===== src/rtl/uart_pkg.sv =====
// rtl/uart_pkg.sv - shared UART encodings, FSM state type and baud divisor helper
package uart_pkg;

    localparam logic [1:0] BD_1200    = 2'b00;
    localparam logic [1:0] BD_2400    = 2'b01;
    localparam logic [1:0] BD_4800    = 2'b10;
    localparam logic [1:0] BD_9600    = 2'b11;

    localparam logic [1:0] PRTY_NONE  = 2'b00;
    localparam logic [1:0] PRTY_ODD   = 2'b01;
    localparam logic [1:0] PRTY_EVEN  = 2'b10;
    localparam logic [1:0] PRTY_NONE2 = 2'b11;

    localparam logic       STOP_1     = 1'b0;
    localparam logic       STOP_2     = 1'b1;

    localparam logic       DBITS_7    = 1'b0;
    localparam logic       DBITS_8    = 1'b1;

    localparam logic [3:0] BREAK_LAST = 4'd12;

    typedef enum logic [2:0] {
        IDLE,
        START,
        DATA,
        PARITY,
        STOP
`ifdef UART_TX_BREAK_EN
        , BREAK
`endif
    } tx_state_t;

    typedef struct packed {
        logic [7:0] data;
        logic [1:0] bd;
        logic [1:0] prty;
        logic       stop;
        logic       dbits;
    } tx_shadow_t;

    // Rounded divisor: every bit lasts exactly this many clocks.
    function automatic logic [15:0] baud_div(input int clk_hz, input logic [1:0] bd_sel);
        int baud;
        case (bd_sel)
            BD_1200: baud = 1200;
            BD_2400: baud = 2400;
            BD_4800: baud = 4800;
            default: baud = 9600;
        endcase
        baud_div = 16'((clk_hz + baud / 2) / baud);
    endfunction

endpackage


===== src/rtl/baud_tick_gen.sv =====
// rtl/baud_tick_gen.sv - bit-time divider, pulses tick on the last clock of each bit
module baud_tick_gen (
    input  logic        clk,
    input  logic        rst,
    input  logic        load,
    input  logic [15:0] div,
    output logic        tick
);

    logic [15:0] cnt;

    assign tick = (cnt == div - 16'd1);

    always_ff @(posedge clk or negedge rst) begin
        if (!rst) begin
            cnt <= '0;
        end else if (load || tick) begin
            cnt <= '0;
        end else begin
            cnt <= cnt + 16'd1;
        end
    end

endmodule


===== src/rtl/uart_tx_frame.sv =====
// rtl/uart_tx_frame.sv - UART frame transmitter; UART_TX_BREAK_EN adds brk_req and the BREAK state
module uart_tx_frame
    import uart_pkg::*;
#(
    parameter int CLK_HZ = 50_000_000
) (
    input  logic       clk,
    input  logic       rst,
    input  logic [1:0] bd_sel,
    input  logic [1:0] prty_sel,
    input  logic       stop_sel,
    input  logic       data_bit_sel,
    input  logic [7:0] data_in_Tx,
    input  logic       tx_valid,
`ifdef UART_TX_BREAK_EN
    input  logic       brk_req,
`endif
    output logic       tx_ready,
    output logic       data_out_Tx,
    output logic       busy
);

    localparam logic [15:0] DIV_1200 = baud_div(CLK_HZ, BD_1200);
    localparam logic [15:0] DIV_2400 = baud_div(CLK_HZ, BD_2400);
    localparam logic [15:0] DIV_4800 = baud_div(CLK_HZ, BD_4800);
    localparam logic [15:0] DIV_9600 = baud_div(CLK_HZ, BD_9600);

    tx_state_t  state;
    tx_shadow_t sh;
    logic [2:0] bit_idx;
    logic       stop_cnt;
    logic [15:0] cur_div;
    logic       tick;
    logic       start_frame;
    logic       start_break;
    logic [2:0] last_idx;
    logic [2:0] next_idx;
    logic [7:0] par_data;
    logic       par_en;
    logic       par_bit;
`ifdef UART_TX_BREAK_EN
    logic [3:0] brk_cnt;
`endif

    always_comb begin
        cur_div = DIV_9600;
        case (sh.bd)
            BD_1200: cur_div = DIV_1200;
            BD_2400: cur_div = DIV_2400;
            BD_4800: cur_div = DIV_4800;
            default: cur_div = DIV_9600;
        endcase
    end

`ifdef UART_TX_BREAK_EN
    assign start_break = (state == IDLE) && tx_ready && brk_req;
`else
    assign start_break = 1'b0;
`endif
    assign start_frame = (state == IDLE) && tx_ready && tx_valid && !start_break;

    assign last_idx = (sh.dbits == DBITS_8) ? 3'd7 : 3'd6;
    assign next_idx = bit_idx + 3'd1;
    // In 7-bit mode bit 7 is neither sent nor counted in the parity.
    assign par_data = (sh.dbits == DBITS_8) ? sh.data : {1'b0, sh.data[6:0]};
    assign par_en   = (sh.prty == PRTY_ODD) || (sh.prty == PRTY_EVEN);
    assign par_bit  = (sh.prty == PRTY_ODD) ? ~(^par_data) : (^par_data);

    baud_tick_gen u_tick (
        .clk  (clk),
        .rst  (rst),
        .load (start_frame || start_break),
        .div  (cur_div),
        .tick (tick)
    );

    always_ff @(posedge clk or negedge rst) begin
        if (!rst) begin
            state       <= IDLE;
            sh          <= '0;
            bit_idx     <= '0;
            stop_cnt    <= 1'b0;
            data_out_Tx <= 1'b1;
            tx_ready    <= 1'b0;
            busy        <= 1'b0;
`ifdef UART_TX_BREAK_EN
            brk_cnt     <= '0;
`endif
        end else begin
            case (state)
                IDLE: begin
                    data_out_Tx <= 1'b1;
                    tx_ready    <= 1'b1;
                    busy        <= 1'b0;
`ifdef UART_TX_BREAK_EN
                    if (start_break) begin
                        state       <= BREAK;
                        sh.bd       <= bd_sel;
                        brk_cnt     <= '0;
                        data_out_Tx <= 1'b0;
                        tx_ready    <= 1'b0;
                        busy        <= 1'b1;
                    end
`endif
                    if (start_frame) begin
                        state       <= START;
                        sh          <= '{data: data_in_Tx, bd: bd_sel, prty: prty_sel,
                                         stop: stop_sel, dbits: data_bit_sel};
                        bit_idx     <= '0;
                        stop_cnt    <= 1'b0;
                        data_out_Tx <= 1'b0;
                        tx_ready    <= 1'b0;
                        busy        <= 1'b1;
                    end
                end
                START: begin
                    if (tick) begin
                        state       <= DATA;
                        data_out_Tx <= sh.data[0];
                    end
                end
                DATA: begin
                    if (tick) begin
                        if (bit_idx == last_idx) begin
                            state       <= par_en ? PARITY : STOP;
                            data_out_Tx <= par_en ? par_bit : 1'b1;
                        end else begin
                            bit_idx     <= next_idx;
                            data_out_Tx <= sh.data[next_idx];
                        end
                    end
                end
                PARITY: begin
                    if (tick) begin
                        state       <= STOP;
                        data_out_Tx <= 1'b1;
                    end
                end
                STOP: begin
                    if (tick) begin
                        if ((sh.stop == STOP_2) && !stop_cnt) begin
                            stop_cnt <= 1'b1;
                        end else begin
                            state    <= IDLE;
                            tx_ready <= 1'b1;
                            busy     <= 1'b0;
                        end
                    end
                end
`ifdef UART_TX_BREAK_EN
                BREAK: begin
                    if (tick) begin
                        if (brk_cnt == BREAK_LAST) begin
                            state       <= IDLE;
                            data_out_Tx <= 1'b1;
                            tx_ready    <= 1'b1;
                            busy        <= 1'b0;
                        end else begin
                            brk_cnt <= brk_cnt + 4'd1;
                        end
                    end
                end
`endif
                default: begin
                    state <= IDLE;
                end
            endcase
        end
    end

endmodule


===== config.mk =====
export PLATFORM = sky130hd
export DESIGN_NAME = uart_tx_frame
export DESIGN_NICKNAME = d
export VERILOG_FILES = /design/src/rtl/uart_pkg.sv /design/src/rtl/baud_tick_gen.sv /design/src/rtl/uart_tx_frame.sv
export SDC_FILE = /design/constraint.sdc
export NUM_CORES = 1
export LEC_CHECK = 0
export BUFFER_PORTS_ARGS = -buffer_cell sky130_fd_sc_hd__clkbuf_2
export CAP_MARGIN = 25
export CORE_MARGIN = 4
export CORE_UTILIZATION = 50
export CTS_BUF_LIST = sky130_fd_sc_hd__clkbuf_8
export DETAILED_ROUTE_END_ITERATION = 8
export HOLD_SLACK_MARGIN = 0.08
export PLACE_DENSITY = 0.69
export RECOVER_POWER = 100
export SLEW_MARGIN = 20
export SYNTH_ARGS = -nofsm -noshare
export SYNTH_HDL_FRONTEND = slang
export SYNTH_SLANG_ARGS = --single-unit

===== constraint.sdc =====
create_clock -name clk -period 3.4 [get_ports clk]
set_clock_uncertainty 0.15 [all_clocks]
set_input_delay 0.34 -clock clk [delete_from_list [all_inputs] [get_ports clk]]
set_output_delay 0.34 -clock clk [all_outputs]
set_load 0.005 [all_outputs]

==> out/metrics.yaml <==
synth-simple-area-share: 0.243
period_needed_ps: 2860
synth-seq-cells: 40
dieArea_sq_mm: 0.00602
combPwrFrac: 0.403
routed_wl_mm: 4.57
wl_per_cell_microns: 13.3
synth_fp_nets: 286
ys_seq_area_frac: 0.414
sequentialPowerShare: 0.420
synthArstFlopShare: 1.00
clk_pin_slew_ps: 80
ant_nets: 0
synthAdderAreaFrac: 0.0516
vias: 1788
setup_viol: 0
cts_resized: 0
worst_setup_path_start_kind: "register"
cts_sinks: 40
violations: "capacitance limit, slew limit"
track_usage: 0.169
core_region_area_sq_mm: 0.00472
antenna_cells: 0
cts_root_buf: "clkbuf_8"
postCtsHoldBufs: 2
synth_xor_area_frac: 0.121
dp_hpwl_mm: 3.28
worst-setup-path-type: "reg2reg"
p_sw_frac: 0.375
io_pins: 20
p_sw_mw: 0.719
synth-edff-count: 0
htree_levels: 2
clock_latency_ps: 290
cp.required_ps: 3480
initial_utilization: 0.513
muxShareOfSynthArea: 0.0227
leakagePower_nw: 1.26
fin_total_pwr_mw: 1.92
p_per_area_mw_per_mm2: 728
final_hold_viol_count: 0
avgSynthCellArea_sq_um: 9.36
synth_top_family_by_area: "simple AND/OR/NAND/NOR gates"
maxSlewHeadroom: -0.407
clkPwrFrac: 0.177
setup_slack_ps: 540
fillers: 426
intPower_mw: 1.20
rows: 25
yosys_warnings: 0
arrival_ps: 2940
route.detailed.drc: 0
fin_setup_tns_ps: 0
numCtsBuffers: 5
cts_max_path_buffers: 2
rsz0062_at_grt: "no"
dieWidth_microns: 77.6
drt_iter0_markers: 158
drv_slew: 41
multi_input_area_sq_mm: 0.00131
grt_max_degree: 41
fmax_ghz: 0.350
cp_slowest_cell: "or4_1"
cts_tree: "done"
grt_pass1_vias: 1696
die_y_microns: 77.6
path_cells: "inv_1 -> ha_1 -> nor3_1 -> o21ai_0 -> a2111oi_4 -> nand2_1 -> or4_1 -> o211a_1"
drive_gt1_frac: 0.144
cap_violations: 1
synth_flop_cell: "dfrtp_1"
postCtsSetupBuffers: 0
register_area_sq_mm: 0.00100
preCtsSetupSlack_ps: 691
period_share: 0.841
portBuffers: 19
synth_compound_area_frac: 0.105
critPathMaxFanout: 10
synth_cell_types: 52
slowest_delay_ps: 550
tightest_slew_ps: 2110
nets: 304
grt_first_pass_wirelength_mm: 8.11
grt_overflow_total: 0
hold_class: "in2reg"
cp-end-kind: "register"
syn_area_sq_mm: 0.00242
via_per_inst: 5.20
synth_cells: 259
syn_to_final_growth_pct: 8.72
drtPass1Iterations: 4
gp_congestion: 0.854
vdd_drop_max_v: 0.000428
status: "finished with violations"
antenna_found_initial: 0
stage by stage:
step | util | cells | instance area [sq um] | hold slack (ps)
final | 0.558 | 344 | 2640 | 89.6
after global routing | 0.558 | 344 | 2640 | 90.8
after CTS | 0.561 | 344 | 2650 | 80.0
after detailed placement | 0.536 | 335 | 2530 | 332
after global placement | 0.536 | 335 | 2530 | 316
after floorplan | - | 259 | 2420 | -106
cell usage after synthesis, types with 2 or more instances:
cell / instances / area [sq um]
a21oi_1: 6 / 30.0
a31oi_1: 4 / 25.0
and2_1: 2 / 12.5
and2_2: 2 / 15.0
and3_1: 5 / 31.3
and3_2: 2 / 15.0
buf_2: 3 / 15.0
buf_6: 5 / 56.3
clkbuf_1: 3 / 11.3
dfrtp_1: 39 / 976
ha_1: 10 / 125
inv_1: 6 / 22.5
mux4_2: 2 / 45.0
nand2_1: 50 / 188
nand3_1: 7 / 35.0
nand4_1: 4 / 25.0
nor2_1: 25 / 93.8
nor3_1: 9 / 45.0
nor3b_1: 2 / 15.0
o21ai_0: 12 / 60.1
xnor2_1: 17 / 149
xor2_1: 14 / 123
placed cells by master, fill, tap and decap left out, types with 2 or more instances in the layout:
cell type / synthesis / layout
nor3b_1: 2 / 2
nand2_1: 50 / 51
clkbuf_8: 0 / 7
and2_2: 2 / 2
a31oi_1: 4 / 4
nand4_1: 4 / 4
clkbuf_2: 0 / 17
mux4_2: 2 / 2
dfrtp_1: 39 / 39
and3_2: 2 / 2
xor2_1: 14 / 14
and3_1: 5 / 5
a21oi_1: 6 / 6
and2_1: 2 / 2
o21ai_0: 12 / 13
clkbuf_1: 3 / 3
inv_1: 6 / 6
dlygate4sd3_1: 0 / 2
xnor2_1: 17 / 17
nor3_1: 9 / 8
nand3_1: 7 / 7
ha_1: 10 / 10
nor2_1: 25 / 25
state kept, by name (all words and copies together) (netlist names):
signal,flops
u_tick.cnt,16
sh,14
bit_idx,3
state,3
busy,1
data_out_Tx,1
stop_cnt,1
tx_ready,1
path summary, 6_finish.rpt:
check                              start     endpoint  slack [ps]  cells after the start
max                                sh[4]  data_out_Tx         540                      8
min                        data_in_Tx[4]       sh[10]          90                      3
max reg2reg                        sh[4]  data_out_Tx         540                      8
min reg2reg                     stop_cnt     stop_cnt         350                      2
max in group asynchronous            rst        sh[8]        1380                      1
min in group asynchronous            rst        sh[0]         500                      1
logic make-up (layout without fill, tap and decap cells):
logic type                 count (synthesis)  after routing
buffers and inverters                     17             35
DFF                                       40             40
xor gates and xnor gates                  32             32
AOI/OAI and AO/OA                         36             36
adders and majority gates                 10             10
muxes                                      3              3
and+or+nand+nor                          121            121
power by group through the flow:
stage | combinational (mW) | sequential, mW | clock (mW)
5_1_grt | 0.864 | 0.831 | 0.380
3_3_place_gp | 0.757 | 0.808 | 0
2_1_floorplan | 0.712 | 0.739 | 0
4_1_cts | 0.785 | 0.805 | 0.355
3_5_place_dp | 0.774 | 0.814 | 0
6_report | 0.773 | 0.805 | 0.340
per-layer routing:
layer	wire length, microns	vias to the layer above	global-route usage
met5	0	-	0
met3	199	4	0.0360
met2	2030	41	0.247
li1	-	909	-
met1	2290	834	0.245
met4	51	0	0.0605
layout make-up:
cell class | count | area share
timing repair buffer | 22 | 0.0442
multi-input combinational | 202 | 0.499
tap | 67 | 0.0318
clock buffer | 7 | 0.0366
sequential | 40 | 0.380
inverter | 6 | 0.00855
worst max-delay path, delay by kind of cell, from the launching register on:
kind	cells	cell delay, ps
simple gates	3	980
flops	1	490
fa+ha+maj	1	300
compound gates	3	720
buf+inv	1	160
No activity file was read; power rests on OpenSTA's default activity.
